<file path="src/rtl/fu_share_ctrl.sv">
// fu_share_ctrl: round-robin front end for one shared pipelined arithmetic unit.
// Four requesters compete for a single issue slot per cycle. The winner's
// opcode and operands are captured into stage 0. The operation is evaluated
// from stage 0 and then carried through LATENCY result stages. The result
// leaves the last stage tagged with the requester index, so results return
// in accept order at one per cycle.
module fu_share_ctrl #(
  parameter int DATAWIDTH = 8,
  parameter int LATENCY   = 2
) (
  input  logic                   clk,
  input  logic                   rst,
  input  logic [3:0]             req,
  input  logic [11:0]            op,
  input  logic [4*DATAWIDTH-1:0] a_in,
  input  logic [4*DATAWIDTH-1:0] b_in,
  input  logic                   hold,
  output logic [3:0]             gnt,
  output logic                   busy,
  output logic                   res_valid,
  output logic [1:0]             res_tag,
  output logic [DATAWIDTH-1:0]   res,
  output logic [2:0]             cmp
);

  localparam int SHW = $clog2(DATAWIDTH);

  typedef enum logic [2:0] {
    OP_ADD  = 3'b000,
    OP_SUB  = 3'b001,
    OP_MUL  = 3'b010,
    OP_DIV  = 3'b011,
    OP_MOD  = 3'b100,
    OP_SHL  = 3'b101,
    OP_SHR  = 3'b110,
    OP_COMP = 3'b111
  } op_e;

  // Per-requester views of the flat input buses
  logic [2:0]           op_arr [4];
  logic [DATAWIDTH-1:0] a_arr  [4];
  logic [DATAWIDTH-1:0] b_arr  [4];

  genvar gi;
  for (gi = 0; gi < 4; gi++) begin : g_req
    assign op_arr[gi] = op[3*gi +: 3];
    assign a_arr[gi]  = a_in[DATAWIDTH*gi +: DATAWIDTH];
    assign b_arr[gi]  = b_in[DATAWIDTH*gi +: DATAWIDTH];
  end

  // Arbiter state
  logic [1:0] ptr_q, ptr_d;
  logic [1:0] gnt_idx;
  logic [1:0] scan_idx;
  logic       gnt_any;

  // Stage 0: captured request. Stages 1..LATENCY: results.
  // v_q[0] is the stage-0 valid and v_q[s] is the valid of result stage s.
  logic [LATENCY:0]     v_q, v_d;
  logic [2:0]           s0_op_q, s0_op_d;
  logic [DATAWIDTH-1:0] s0_a_q, s0_a_d;
  logic [DATAWIDTH-1:0] s0_b_q, s0_b_d;
  logic [1:0]           s0_tag_q, s0_tag_d;

  logic [DATAWIDTH-1:0] res_q [1:LATENCY];
  logic [DATAWIDTH-1:0] res_d [1:LATENCY];
  logic [1:0]           tag_q [1:LATENCY];
  logic [1:0]           tag_d [1:LATENCY];
  logic [2:0]           cmp_q [1:LATENCY];
  logic [2:0]           cmp_d [1:LATENCY];

  logic [DATAWIDTH-1:0] alu_res;
  logic [2:0]           alu_cmp;
  logic [SHW-1:0]       shamt;

  // Round-robin grant: first asserted request at or after ptr, wrapping mod 4.
  // Reset and hold both suppress every grant. Opcodes and operands play no part.
  always_comb begin
    gnt      = '0;
    gnt_idx  = '0;
    gnt_any  = 1'b0;
    scan_idx = '0;
    if (rst && !hold) begin
      for (int k = 0; k < 4; k++) begin
        scan_idx = ptr_q + 2'(k);
        if (!gnt_any && req[scan_idx]) begin
          gnt_any       = 1'b1;
          gnt[scan_idx] = 1'b1;
          gnt_idx       = scan_idx;
        end
      end
    end
    ptr_d = gnt_any ? gnt_idx + 2'd1 : ptr_q;
  end

  // Shared arithmetic unit, evaluated from the stage-0 registers
  always_comb begin
    alu_res = '0;
    shamt   = s0_b_q[SHW-1:0];
    case (op_e'(s0_op_q))
      OP_ADD:  alu_res = s0_a_q + s0_b_q;
      OP_SUB:  alu_res = s0_a_q - s0_b_q;
      OP_MUL:  alu_res = s0_a_q * s0_b_q;
      OP_DIV:  alu_res = (s0_b_q == '0) ? '1 : s0_a_q / s0_b_q;
      OP_MOD:  alu_res = (s0_b_q == '0) ? s0_a_q : s0_a_q % s0_b_q;
      OP_SHL:  alu_res = s0_a_q << shamt;
      OP_SHR:  alu_res = s0_a_q >> shamt;
      OP_COMP: alu_res = '0;
      default: alu_res = '0;
    endcase
    alu_cmp = {s0_a_q > s0_b_q, s0_a_q < s0_b_q, s0_a_q == s0_b_q};
  end

  // Next state of the issue stage and the result shift chain.
  // A stage loads its payload only when valid data arrives, so the last stage
  // (the visible outputs) keeps its value between results.
  always_comb begin
    v_d[0]   = gnt_any;
    s0_op_d  = s0_op_q;
    s0_a_d   = s0_a_q;
    s0_b_d   = s0_b_q;
    s0_tag_d = s0_tag_q;
    if (gnt_any) begin
      s0_op_d  = op_arr[gnt_idx];
      s0_a_d   = a_arr[gnt_idx];
      s0_b_d   = b_arr[gnt_idx];
      s0_tag_d = gnt_idx;
    end
    for (int s = 1; s <= LATENCY; s++) begin
      v_d[s]   = v_q[s-1];
      res_d[s] = res_q[s];
      tag_d[s] = tag_q[s];
      cmp_d[s] = cmp_q[s];
    end
    if (v_q[0]) begin
      res_d[1] = alu_res;
      tag_d[1] = s0_tag_q;
      cmp_d[1] = alu_cmp;
    end
    for (int s = 2; s <= LATENCY; s++) begin
      if (v_q[s-1]) begin
        res_d[s] = res_q[s-1];
        tag_d[s] = tag_q[s-1];
        cmp_d[s] = cmp_q[s-1];
      end
    end
  end

  // State registers; reset discards every in-flight operation
  always_ff @(posedge clk or negedge rst) begin
    if (!rst) begin
      ptr_q    <= '0;
      v_q      <= '0;
      s0_op_q  <= '0;
      s0_a_q   <= '0;
      s0_b_q   <= '0;
      s0_tag_q <= '0;
      for (int s = 1; s <= LATENCY; s++) begin
        res_q[s] <= '0;
        tag_q[s] <= '0;
        cmp_q[s] <= '0;
      end
    end else begin
      ptr_q    <= ptr_d;
      v_q      <= v_d;
      s0_op_q  <= s0_op_d;
      s0_a_q   <= s0_a_d;
      s0_b_q   <= s0_b_d;
      s0_tag_q <= s0_tag_d;
      for (int s = 1; s <= LATENCY; s++) begin
        res_q[s] <= res_d[s];
        tag_q[s] <= tag_d[s];
        cmp_q[s] <= cmp_d[s];
      end
    end
  end

  assign busy      = |v_q;
  assign res_valid = v_q[LATENCY];
  assign res       = res_q[LATENCY];
  assign res_tag   = tag_q[LATENCY];
  assign cmp       = cmp_q[LATENCY];

endmodule

</file>
<file path="config.mk">
export PLATFORM = sky130hd
export DESIGN_NAME = fu_share_ctrl
export DESIGN_NICKNAME = d
export VERILOG_FILES = /design/src/rtl/fu_share_ctrl.sv
export SDC_FILE = /design/constraint.sdc
export NUM_CORES = 1
export LEC_CHECK = 0
export CAP_MARGIN = 20
export CELL_PAD_IN_SITES_DETAIL_PLACEMENT = 1
export CELL_PAD_IN_SITES_GLOBAL_PLACEMENT = 1
export CORE_MARGIN = 4
export CORE_UTILIZATION = 44
export CTS_BUF_LIST = sky130_fd_sc_hd__clkbuf_2
export DETAILED_ROUTE_END_ITERATION = 10
export GPL_TIMING_DRIVEN = 0
export MAX_ROUTING_LAYER = met4
export PLACE_DENSITY_LB_ADDON = 0.15
export SLEW_MARGIN = 20
export SYNTH_ARGS = -nofsm -noshare
export SYNTH_HDL_FRONTEND = slang
export SYNTH_SLANG_ARGS = --single-unit
</file>
<file path="constraint.sdc">
create_clock -name clk -period 12.95 [get_ports clk]
set_clock_uncertainty 0.15 [all_clocks]
set_input_delay 2.59 -clock clk [delete_from_list [all_inputs] [get_ports clk]]
set_output_delay 2.59 -clock clk [all_outputs]
set_load 0.01 [all_outputs]
</file>
# After elaboration in Yosys (flattened, before gate mapping)
# Cells that the tools add are included.
totals:
  reg_bits: 52
  inputBits: 83
op_classes:
  addsub: 6
  n_mul: 1
  div: 2
  order_cmp: 11
  n_eq_ne: 8
  shift: 2
  muxes: 49
  bitwise: 4
  n_reduce_logical: 15
ops:
  columns: ["cell", "n"]
  rows:
  - ["8-bit one-hot mux with 8 select lines", 1]
  - ["8-bit two-way mux", 6]
  - ["8-bit binary-select mux with 2-bit select", 2]
  - ["4-bit two-way mux", 8]
  - ["1-bit two-way mux", 16]
  - ["3-bit == test, second input constant", 4]
  - ["2-bit by 3-bit < comparator with 1-bit output, second input constant", 4]
  - ["4-bit bitwise OR", 3]
  - ["2-bit two-way mux", 5]
  - ["8-bit adder", 1]
  - ["1-bit binary-select mux with 2-bit select", 4]
  - ["1-bit demux with 2-bit select", 4]
  - ["8-bit by 8-bit divider with 8-bit output", 1]
  - ["8-bit == test", 1]
  - ["2-bit by 1-bit >= comparator with 1-bit output, second input constant", 4]
  - ["8-bit > comparator", 1]
  - ["1-bit logical AND", 8]
  - ["8-bit logical NOT", 1]
  - ["8-bit < comparator", 1]
  - ["8-bit by 8-bit remainder unit with 8-bit output", 1]
  - ["8-bit by 8-bit multiplier with 8-bit output", 1]
  - ["8-bit by 3-bit left shift with 8-bit output", 1]
  - ["8-bit by 3-bit right shift with 8-bit output", 1]
  - ["8-bit subtractor", 1]
  - ["other kinds (11)", 18]

# Logic depth before layout (Yosys ltp)
depth:
  ltp_word: 20
  mapped_depth: 54

# Worst setup path before layout
# Ideal clock, no wire load.
synth_path:
  path_kind: "register -> register"
  startpoint: "register s0_b_q[0]"
  endpoint: "register res_q[15] (netlist name)"
  t_arrival_ns: 10.965
  required_ns: 12.699
  path_slack_ns: 1.735
  path_stages_with_launch: 53
  path_cell_list: "dfrtp_1 > buf_2 > clkbuf_1 > inv_1 > ha_1 > a21oi_1 > a21oi_1 > ha_1 > a21o_1 > a31oi_1 > o21bai_1 > inv_1 > ha_1 > a211oi_1 > o22ai_1 > nand2_1 > mux2_2 > ha_1 > [... 17 more ...] > inv_1 > ha_1 > nand4_1 > nor2_1 > o21ai_0 > and3_1 > clkbuf_1 > mux2_2 > inv_1 > ha_1 > nor2b_1 > o21ai_0 > a21oi_1 > o41ai_1 > xor2_1 > mux2_2 > o31a_1 > o32ai_1"
synth_between:
  elab_chain_len: 3
  word_cells_on_any_way: 11
  classes_between: "add/sub (2); mul (1); div (2); shift (2); mux (3); reduce/logical (1)"
synth_rtl:
  columns: ["item", "line", "text"]
  rows:
  - ["start: declaration", "62", "logic [DATAWIDTH-1:0] s0_b_q, s0_b_d;"]
  - ["start signal: assignment", "156", "s0_b_q <= '0;"]
  - ["start signal: assignment", "168", "s0_b_q <= s0_b_d;"]
  - ["8-bit by 8-bit remainder unit with 8-bit output, or another cell as far along", "105", "OP_MOD: alu_res = (s0_b_q == '0) ? s0_a_q : s0_a_q % s0_b_q;"]
  - ["8-bit two-way mux, on equally long branches", "105, 104", null]
  - ["8-bit one-hot mux with 8 select lines *", "100", "case (op_e'(s0_op_q))"]
  - ["end signal: indexed assignment", "171", "res_q[s] <= res_d[s];"]
  - ["end: declaration", "65", "logic [DATAWIDTH-1:0] res_q [1:LATENCY];"]
# Mark *: on every way between the ends. The rest lies on a longest branch, timed or not.
# A chain may end at the register's enable or synchronous reset.

# Final worst setup path
layout_path:
  startpoint: "register s0_b_q[6]"
  endpoint: "register res_q[12] (netlist name)"
# The elaborated chain is that of the path after synthesis.

==> flow_summary_export.csv <==
group,metric,value,unit
synthesis,netlist_instances,811,
synthesis,ys_seq_elements,52,
global_route,grt_max_degree,54,
global_route,track_usage,0.296,
floorplanning,ioPinCount,102,
setup_path,critical_path.top_delay_family,"compound AO/OA/AOI/OAI gates",
setup_path,arrival,12.73,ns
cts,ctsHtreeMaxLevel,2,
floorplanning,std_cell_rows,46,
synthesis,synthArstFlopShare,1.00,
sta,fin_crit,12.45,ns
finish,final_nets,1103,
cts,clk_pin_slew,0.32,ns
run,maxCapViolations,0,
synthesis,synth_edf_count,0,
setup_path,cp-start-kind,"flop",
floorplanning,core-area,15900,µm²
cts,cts.sinks,52,
cts,cts_tree,"yes",
min_path,hold_class,"flop to flop",
setup_path,cp_slowest_stage_delay,0.49,ns
synthesis,ys_seq_area_frac,0.183,
cts,root_buffer,"clkbuf_2",
cts,clockBufferDepth,2,
cts,holdBufCountCts,0,
setup_path,path_common_cell,"ha_1",
setup_path,crit_fanout,10,
finish,drive_gt1_frac,0.155,
sta,period_share,0.962,
sta,final_max_slew_viol_count,0,
floorplanning,die_area,18300,µm²
finish,syn2layout_area_growth,21.2,%
place,gp_congestion,0.989,
cts,cts_made_buffers,5,
routing,wl,26400,µm
sta,setup_tns,0,ns
global_route,grt_pass1_wl,40900,µm
setup_path,crit_type,"flop to flop",
sta,slew_headroom,0.368,
sta,setup_violations,0,
routing,vias,7017,
outcome,run_status,"complete, no violations",
setup_path,cp_data_required_time,13.22,ns
routing,drtIter0Drc,425,
sta,hold_viol,0,
floorplanning,fp.dieH,135,µm
finish,diodes,0,
global_route,grt_pass1_vias,7400,
synthesis,synthFlopType,"dfrtp_1",
synthesis,syn-num-nets,988,
routing,ant_nets,0,
setup_path,crit_buf_inv,5,
sta,fmax,0.0803,GHz
setup_path,cp_slowest_cell,"dfrtp_2",
synthesis,yosysWarnings,0,
global_route,grt_overflow,0,
routing,viasPerCell,6.14,
routing,drtPass1Iterations,7,
routing,drc,0,
cts,insertion_delay,0.49,ns
floorplanning,die_width,135,µm
setup_path,endpoint_kind,"flop",
finish,final_util,0.543,
finish,final_common_cell,"clkdlybuf4s50_1",
place,post-dp-hpwl,21100,µm
sta,tightest_slew,0.941,ns
finish,mostFrequentLayoutCells,"clkdlybuf4s50_1, ha_1, nor2_1, nand2_1, inv_1",
synthesis,netlist-cell-type-count,78,
floorplanning,start_util,0.448,
place,io_buffers,101,
synthesis,synth_area_per_cell,8.78,µm²
routing,wl_per_cell,23.1,µm
synthesis,syn_area,7120,µm²
global_route,antenna_found_initial,0,
==> synth_stat cells (14+ instances only) <==
cell type   n  share of area
a21oi_1    51          0.036
buf_4      14          0.015
clkbuf_1   31          0.016
dfrtp_1    52           0.18
fa_1       15          0.042
ha_1       79           0.14
inv_1      52          0.027
mux2_2     27          0.043
mux4_2     28          0.089
nand2_1    61          0.032
nor2_1     66          0.035
nor3_1     26          0.018
o21ai_0    37          0.026
o21ai_1    18          0.013
xnor2_1    27          0.033
==> registers in the layout, indices dropped and copies added (netlist names) <==
name,count
res,8
cmp,3
s0_a_q,8
s0_op_q,3
res_tag,2
res_q,8
cmp_q,3
ptr_q,2
s0_b_q,8
tag_q,2
s0_tag_q,2
v_q,3
==> kinds of logic after synthesis <==
logic type	Yosys count	share of synthesized area
multiplexers	69	0.159
buffers and inverters	109	0.0693
adder cells (fa/ha/maj)	94	0.181
flip-flops	52	0.183
XOR/XNOR	34	0.0418
AO/OA/AOI/OAI	219	0.206
AND/OR/NAND/NOR	234	0.160
==> per-layer routing <==
layer,routed length [µm],track usage,part of all wire
met1,11200,0.389,0.43
met2,12900,0.479,0.49
met3,1530,0.0401,0.058
met4,801,0.0885,0.030
met5,0,-,0
==> through the flow <==
step / cells / hold slack, ns / setup slack (ns) / cell area [µm²]
2_1_floorplan: 811 / 0.294 / 1.73 / 7120
3_3_place_gp: 1128 / 0.328 / -0.832 / 8400
3_5_place_dp: 1128 / 0.344 / -1.30 / 8400
4_1_cts: 1135 / 0.404 / 0.0605 / 8460
5_1_grt: 1143 / 0.400 / -0.0499 / 8630
6_report: 1143 / 0.393 / 0.497 / 8630
==> repair_timing <==
action | 4_1_cts | 5_1_grt
pin swaps | 0 | 1
setup endpoints to repair | 8 | 8
gates resized for setup | 6 | 26
setup buffers | 0 | 8
==> final cells by class <==
| class | count | area, µm² |
|---|---|---|
| Buffer | 53 | 295 |
| Clock buffer | 5 | 25.0 |
| Clock inverter | 3 | 27.5 |
| Fill cell | 1930 | 7260 |
| Inverter | 55 | 214 |
| Multi-Input combinational cell | 650 | 5420 |
| Sequential cell | 52 | 1310 |
| Tap cell | 216 | 270 |
| Timing Repair Buffer | 109 | 1070 |
==> path summary, 6_finish.rpt <==
path	endpoint	slack [ns]	depth (start not counted)	from
hold reg to reg	cmp_q[5]$_DFFE_PN0P_	0.39	1	cmp_q[5]$_DFFE_PN0P_
hold / removal	cmp_q[5]$_DFFE_PN0P_	0.39	1	cmp_q[5]$_DFFE_PN0P_
setup / recovery	res_q[12]$_DFFE_PN0P_	0.50	51	s0_b_q[6]$_DFFE_PN0P_
min in group asynchronous	cmp_q[5]$_DFFE_PN0P_	1.92	1	rst
max in group asynchronous	s0_b_q[0]$_DFFE_PN0P_	10.18	1	rst
setup reg to reg	res_q[12]$_DFFE_PN0P_	0.50	51	s0_b_q[6]$_DFFE_PN0P_
Power is left out: the tool's default activity adds up to more than one toggle a clock period on the data nets, which glitch-free logic cannot reach.
